`config.mk`:
```
export PLATFORM = sky130hd
export DESIGN_NAME = cond_logic
export DESIGN_NICKNAME = d
export VERILOG_FILES = /design/src/rtl/cond_logic_pkg.sv /design/src/rtl/cond_logic_cond_check.sv /design/src/rtl/cond_logic.sv
export SDC_FILE = /design/constraint.sdc
export NUM_CORES = 1
export LEC_CHECK = 0
export CORE_AREA = 2 2 39 41
export DETAILED_ROUTE_END_ITERATION = 8
export DIE_AREA = 0 0 41 43
export PLACE_DENSITY = 0.74
export SETUP_SLACK_MARGIN = 0.15
export SLEW_MARGIN = 20
export SYNTH_ARGS = -nofsm -noshare
export SYNTH_HDL_FRONTEND = slang
export SYNTH_HIERARCHICAL = 1
export SYNTH_SLANG_ARGS = --single-unit
```
`constraint.sdc`:
```
create_clock -name clk -period 3.2 [get_ports clk]
set_clock_uncertainty 0.05 [all_clocks]
set_input_delay 0.64 -clock clk [delete_from_list [all_inputs] [get_ports clk]]
set_output_delay 0.64 -clock clk [all_outputs]
set_load 0.05 [all_outputs]
```
`src/rtl/cond_logic_pkg.sv`:
```
// Purpose: shared ARM control-unit constants (condition codes, flag and FlagW bit positions).
// Latency: n/a (constants only).
// Backpressure: n/a.
package cond_logic_pkg;

    // Instruction condition field encodings, Instr[31:28]
    localparam logic [3:0] COND_EQ = 4'b0000;
    localparam logic [3:0] COND_NE = 4'b0001;
    localparam logic [3:0] COND_CS = 4'b0010;
    localparam logic [3:0] COND_CC = 4'b0011;
    localparam logic [3:0] COND_MI = 4'b0100;
    localparam logic [3:0] COND_PL = 4'b0101;
    localparam logic [3:0] COND_VS = 4'b0110;
    localparam logic [3:0] COND_VC = 4'b0111;
    localparam logic [3:0] COND_HI = 4'b1000;
    localparam logic [3:0] COND_LS = 4'b1001;
    localparam logic [3:0] COND_GE = 4'b1010;
    localparam logic [3:0] COND_LT = 4'b1011;
    localparam logic [3:0] COND_GT = 4'b1100;
    localparam logic [3:0] COND_LE = 4'b1101;
    localparam logic [3:0] COND_AL = 4'b1110;
    localparam logic [3:0] COND_NV = 4'b1111;

    // Bit positions inside the {N,Z,C,V} flag vector
    localparam int FLAG_N = 3;
    localparam int FLAG_Z = 2;
    localparam int FLAG_C = 1;
    localparam int FLAG_V = 0;

    // Bit positions inside the decoder's FlagW enable
    localparam int FLAGW_NZ = 1;
    localparam int FLAGW_CV = 0;

endpackage

```
`src/rtl/cond_logic_cond_check.sv`:
```
// Purpose: decode the ARM condition field against {N,Z,C,V}; ports cond, flags -> cond_ex.
// Latency: purely combinational, zero cycles.
// Backpressure: none; no state.
module cond_check
    import cond_logic_pkg::*;
(
    input  logic [3:0] cond,
    input  logic [3:0] flags,
    output logic       cond_ex
);

    logic n, z, c, v;

    assign n = flags[FLAG_N];
    assign z = flags[FLAG_Z];
    assign c = flags[FLAG_C];
    assign v = flags[FLAG_V];

    always_comb begin
        cond_ex = 1'b0;
        case (cond)
            COND_EQ: cond_ex = z;
            COND_NE: cond_ex = ~z;
            COND_CS: cond_ex = c;
            COND_CC: cond_ex = ~c;
            COND_MI: cond_ex = n;
            COND_PL: cond_ex = ~n;
            COND_VS: cond_ex = v;
            COND_VC: cond_ex = ~v;
            COND_HI: cond_ex = c & ~z;
            COND_LS: cond_ex = ~c | z;
            COND_GE: cond_ex = ~(n ^ v);
            COND_LT: cond_ex = n ^ v;
            COND_GT: cond_ex = ~z & ~(n ^ v);
            COND_LE: cond_ex = z | (n ^ v);
            COND_AL: cond_ex = 1'b1;
            COND_NV: cond_ex = 1'b0;   // reserved encoding never executes
            default: cond_ex = 1'b0;
        endcase
    end

endmodule

```
`src/rtl/cond_logic.sv`:
```
// Purpose: NZCV flag register, condition evaluation and gating of PCS/RegW/MemW strobes.
// Latency: strobes and CondEx combinational; Flags/CondExQ update one clk after the write.
// Backpressure: InstrEn=0 stalls (no flag write, no strobes); CondExQ still follows CondLatch.
// Ports: Cond/ALUFlags/FlagW/PCS/RegW/MemW/NoWrite/InstrEn/CondLatch in;
//        PCSrc/RegWrite/MemWrite strobes, Flags, CondEx, CondExQ out.
module cond_logic
    import cond_logic_pkg::*;
#(
    parameter logic [3:0] FLAG_RESET = 4'b0000,
    parameter bit         MULTICYCLE = 1'b0
) (
    input  logic       clk,
    input  logic       rst_n,
    input  logic [3:0] Cond,
    input  logic [3:0] ALUFlags,
    input  logic [1:0] FlagW,
    input  logic       PCS,
    input  logic       RegW,
    input  logic       MemW,
    input  logic       NoWrite,
    input  logic       InstrEn,
    input  logic       CondLatch,
    output logic       PCSrc,
    output logic       RegWrite,
    output logic       MemWrite,
    output logic [3:0] Flags,
    output logic       CondEx,
    output logic       CondExQ
);

    logic [3:0] flags_q;
    logic       cond_ex_q;
    logic       gate;

    // Evaluated on the stored (pre-update) flags; ALUFlags is never forwarded.
    cond_check u_cond_check (
        .cond    (Cond),
        .flags   (flags_q),
        .cond_ex (CondEx)
    );

    // Multicycle controllers decode once and execute over several cycles,
    // so they gate with the value captured at decode rather than the live one.
    assign gate = (MULTICYCLE ? cond_ex_q : CondEx) & InstrEn;

    assign PCSrc    = PCS  & gate;
    assign RegWrite = RegW & gate & ~NoWrite;
    assign MemWrite = MemW & gate;

    // N,Z and C,V halves are written independently.
    always_ff @(posedge clk or negedge rst_n) begin
        if (!rst_n) begin
            flags_q <= FLAG_RESET;
        end else begin
            if (gate & FlagW[FLAGW_NZ]) begin
                flags_q[FLAG_N] <= ALUFlags[FLAG_N];
                flags_q[FLAG_Z] <= ALUFlags[FLAG_Z];
            end
            if (gate & FlagW[FLAGW_CV]) begin
                flags_q[FLAG_C] <= ALUFlags[FLAG_C];
                flags_q[FLAG_V] <= ALUFlags[FLAG_V];
            end
        end
    end

    // Captures CondEx from the old flags even when a flag write lands in the same cycle.
    always_ff @(posedge clk or negedge rst_n) begin
        if (!rst_n) begin
            cond_ex_q <= 1'b0;
        end else if (CondLatch) begin
            cond_ex_q <= CondEx;
        end
    end

    assign Flags   = flags_q;
    assign CondExQ = cond_ex_q;

endmodule

```
======== Word level (Yosys, flattened, before mapping) ========
Index checks and enable logic that the tools add are counted.
word-level totals
  flip-flop bits (word level) ............. 5
  input bits .............................. 18
  output and inout bits ................... 9
operators by class
  equal/unequal tests ..................... 15
  multiplexer cells ....................... 1
  bitwise logic cells ..................... 18
  reductions and logical operators ........ 1
operators with widths
  operator              number
  $eq A4 B4 Y1 const B  8
  $eq A4 B3 Y1 const B  4
  $pmux W1 S16          1
  $and A1 B1 Y1         9
  $eq A4 B2 Y1 const B  2
  $not A1 Y1            6
  $eq A4 B1 Y1 const B  1
  $logic_not A4 Y1      1
  $or A1 B1 Y1          2
  $xor A1 B1 Y1         1

======== Depth between registers and ports, before layout ========
  depth after elaboration ................. 7
  depth in mapped cells ................... 8

======== By module ========
The synthesis kept the hierarchy.
modules (own cells, without submodules)
  module      instances  cells each  area an instance (um2)
  cond_logic  1          15          216.5
  cond_check  1          23          155.1

======== Worst setup path after synthesis ========
OpenSTA, ideal clock, no wires.
  path kind ............................... register to output
  start ................................... register flags_q[3] (netlist: Flags[3])
  end ..................................... output RegWrite
  arrival ................................. 3067 ps
  data required time ...................... 2510 ps
  setup slack ............................. -557 ps
  stages on the path, launching flop included .. 7
  buffers on the path ..................... 0
  cell sequence ........................... dfrtp_1 xor2_1 xor2_1 a2111oi_1 a311oi_1 o22ai_1 and4b_1
on the way
  longest elaborated chain between the ends .. 7
  elaborated cells on any way between the ends .. 9
  those cells by class .................... 1 x mux; 8 x bitwise
ends and longest elaborated chain
  element                            line                                                      text
  from (decl)                        cond_logic.sv:31                                          logic [3:0] flags_q;
  from (signal, indexed assignment)  cond_logic.sv:56                                          flags_q[FLAG_N] <= ALUFlags[FLAG_N];
  from (signal, indexed assignment)  cond_logic.sv:57                                          flags_q[FLAG_Z] <= ALUFlags[FLAG_Z];
  from (signal, indexed assignment)  cond_logic.sv:60                                          flags_q[FLAG_C] <= ALUFlags[FLAG_C];
  $xor A1 B1 Y1                      n/a
  $not A1 Y1                         cond_logic_cond_check.sv:32, cond_logic_cond_check.sv:34
  $and A1 B1 Y1                      cond_logic_cond_check.sv:34                               COND_GT: cond_ex = ~z & ~(n ^ v);
  $pmux W1 S16 (*)                   cond_logic_cond_check.sv:21                               case (cond)
  named net CondEx                   cond_logic.sv:27                                          output logic CondEx,
  $and A1 B1 Y1 (*)                  cond_logic.sv:44                                          assign gate = (MULTICYCLE ? cond_ex_q : CondEx) & InstrEn;
  $and A1 B1 Y1 (*) (2 in a row)     cond_logic.sv:47                                          assign RegWrite = RegW & gate & ~NoWrite;
  to (decl)                          cond_logic.sv:24                                          output logic RegWrite,
Mark *: on every way through the listed nets, which the timed path passes. The rest lies on a longest branch.

======== Worst setup path after layout ========
  start ................................... input Cond[0]
  end ..................................... output RegWrite
on the way
  longest elaborated chain between the ends .. 5
  elaborated cells on any way between the ends .. 20
  those cells by class .................... 15 x eq/ne; 1 x mux; 3 x bitwise; 1 x reduce/logical
ends and longest elaborated chain
  element                                     line                         text
  from (decl)                                 cond_logic.sv:14             input logic [3:0] Cond,
  $eq A4 B4 Y1, or another cell as far along  cond_logic_cond_check.sv:21
  $pmux W1 S16 (*)                            cond_logic_cond_check.sv:21
  $and A1 B1 Y1 (*)                           cond_logic.sv:44
  $and A1 B1 Y1 (*) (2 in a row)              cond_logic.sv:47
Every way passes the cells marked *; elsewhere a longest branch is shown, timed or not.

==> flow_metrics.env <==
export IMPL_grt_max_degree=7
export IMPL_antenna_found_initial=0
export IMPL_max_slew_margin_rel_pct=66.5
export IMPL_run_status="complete, no violations"
export IMPL_timing_reg2reg_setup_slack_ns=0.92
export IMPL_detail_route_first_pass_iterations=4
export IMPL_grt_pass1_wl_mm=1.55
export IMPL_tns_ns=0
export IMPL_setup_worst_path_end_class="output port"
export IMPL_grt_overflow=0
export IMPL_final_period_utilization_pct=93.2
export IMPL_multi_input_area_um2=284
export IMPL_worst_path_max_fanout=6
export IMPL_clkLatencyLatePin_ns=0.25
export IMPL_postSynthCellCount=38
export IMPL_synthToLayoutAreaGrowth_pct=111
export IMPL_std_cell_rows=14
export IMPL_diodes=0
export IMPL_fp_coreArea_um2=1380
export IMPL_dieArea_um2=1760
export IMPL_dp_cells=81
export IMPL_chipHeight_um=43
export IMPL_post_drt_via_cell_ratio=4.82
export IMPL_fillCellCount=128
export IMPL_place_hpwl_um=789
export IMPL_final_cell_count_no_fill=85
export IMPL_clk_path_buf_depth=2
export IMPL_start_util_pct=26.9
export IMPL_cellPowerDensity_nw_per_um2=825
export IMPL_drv_max_cap_violation_count=0
export IMPL_postSynthNetCount=56
export IMPL_cts_buffers=3
export IMPL_period_needed_ns=2.98
export IMPL_leakage_nw=0.303
export IMPL_startpoint_type="input pin"
export IMPL_cts_hold_buffers_added=0
export IMPL_grt_usage_pct=13.4
export IMPL_postSynthRegisterBits=5
export IMPL_final_common_cell="sky130_fd_sc_hd__clkdlybuf4s50_1"
export IMPL_layout_cells_sized_above_1_pct=31.9
export IMPL_max_slew_worst_pin_slew_ns=0.500
export IMPL_dr_total_vias=410
export IMPL_path_clk_slew_ns=0.04
export IMPL_syn_area_um2=372
export IMPL_ant_nets=0
export IMPL_yosys_cell_types_count=24
export IMPL_irDropWorstVdd_v=0.000579
export IMPL_path_class="in2out"
export IMPL_clkSinkCount=5
export IMPL_buffer_cell_driving_the_clock_tree_root="sky130_fd_sc_hd__clkbuf_4"
export IMPL_grt_setup_unrepaired="no"
export IMPL_yosys_warnings=6
export IMPL_min_path_type="reg2reg"
export IMPL_post_cts_buffers=0
export IMPL_cts_htree_levels=1
export IMPL_synth_seq_area_share_pct=33.7
export IMPL_die_w_um=41
export IMPL_critical_path_arrival_ns=2.29
export IMPL_design_final_nets=88
export IMPL_first_iter_violations=1
export IMPL_finalWeightedCongestion=0.623
export IMPL_mostFrequentLayoutCells="sky130_fd_sc_hd__clkdlybuf4s50_1 (20), sky130_fd_sc_hd__mux2_1 (4), sky130_fd_sc_hd__buf_12 (4)"
export IMPL_io_pins=27
export IMPL_timing_final_hold_violations=0
export IMPL_number_of_buffers_inserted_by_port_buffering=26
export IMPL_worst_ep_required_time_ns=2.51
export IMPL_clock_fmax_ghz=0.335
export IMPL_final_seq_area_um2=128
export IMPL_report_final_slew_viol_count=0
export IMPL_post_drt_wl_per_cell_um=11.8
export IMPL_post_route_drc_count=0
export IMPL_grt_pass1_vias=423
export IMPL_setup_viol_count_final=0
export IMPL_avg_cell_area_syn_um2=9.78
export IMPL_drt_wl_total_um=999
export IMPL_tritoncts="built"
[critical path, cell delays in order]
cell and delay [ns]:
sky130_fd_sc_hd__clkdlybuf4s15_1 0.27, sky130_fd_sc_hd__nor2b_1 0.20, sky130_fd_sc_hd__a211oi_2 0.29, sky130_fd_sc_hd__a2111oi_4 0.09, sky130_fd_sc_hd__a311oi_2 0.27, sky130_fd_sc_hd__o22ai_4 0.11, sky130_fd_sc_hd__and4b_2 0.26, sky130_fd_sc_hd__buf_12 0.15
[power by group]
| part | leakage [nW] | internal, mW | switching [mW] |
|---|---|---|---|
| logic | 0.231 | 0.185 | 0.250 |
| registers | 0.0572 | 0.0976 | 0.0406 |
| clock network | 0.0150 | 0.0472 | 0.0266 |
[metrics by stage]
stage	total power [mW]	util (%)	area (um^2)	worst slack, ns	hold slack, ns
finish	0.646	56.6	783	0.216	0.463
global route	0.686	56.6	783	0.151	0.484
CTS	0.631	54.2	751	0.184	0.466
detailed placement	0.549	52.1	721	-0.0327	0.451
global placement	0.546	52.1	721	-0.0336	0.457
floorplan	0.389	-	389	0.175	0.294
[synthesized netlist by cell type, drive strengths merged]
cell type	instances	area [um^2]
and3	2	15.0
dfrtp	5	125
xnor2	1	8.76
inv	1	3.75
nor2	2	7.51
a21oi	3	15.0
a211oi	1	7.51
mux2i	1	10.0
nor3	1	5.00
nor2b	1	6.26
o22a	1	8.76
nand3	2	10.0
a311oi	1	8.76
nand2b	1	6.26
a2111oi	1	10.0
and4b	1	10.0
xor2	3	26.3
mux2	5	56.3
clkbuf	1	3.75
buf	1	7.51
o22ai	1	6.26
nor4b	1	8.76
o21ai	1	5.00
[path summary, 6_finish.rpt]
check	start	cells past startpoint	end
max	Cond[0]	8	RegWrite
max in group asynchronous	rst_n	1	Flags[0]$_DFFE_PN0P_
min	CondExQ$_DFFE_PN0P_	1	CondExQ$_DFFE_PN0P_
min reg2reg	CondExQ$_DFFE_PN0P_	1	CondExQ$_DFFE_PN0P_
min in group asynchronous	rst_n	1	Flags[1]$_DFFE_PN0P_
max reg2reg	Flags[3]$_DFFE_PN0P_	8	Flags[3]$_DFFE_PN0P_
[area by class of cell]
cell class / count / share of cell area [%]
multi-input cells: 30 / 36.3
repair buffers: 29 / 41.1
flip-flops and latches: 5 / 16.3
clock buffers: 4 / 3.35
inverters: 1 / 0.479
well taps: 16 / 2.56
[layer usage]
layer | vias up | part of all wire, % | GRT usage, %
met3 | 2 | 6.4 | 1.57
li1 | 203 | - | -
met1 | 188 | 37 | 14.8
met2 | 17 | 54 | 20.9
met5 | - | 0 | 0
met4 | 0 | 2.7 | 12.0
[registers in the layout, summed over array words and instances (netlist names)]
name and count:
CondExQ 1, Flags 4
[logic make-up after synthesis]
group	Yosys count	share of synthesized area, %
AOI/OAI and AO/OA	9	16.5
xor gates and xnor gates	4	9.43
buffers and inverters	3	4.04
DFF	5	33.7
muxes	6	17.8
and+or+nand+nor	11	18.5
[timing repair]
item                       in CTS  in global routing
gates resized for setup         3                  6
pin swaps                       1                  1
setup endpoints to repair       4                  3
(Power assumes the default switching activity.)
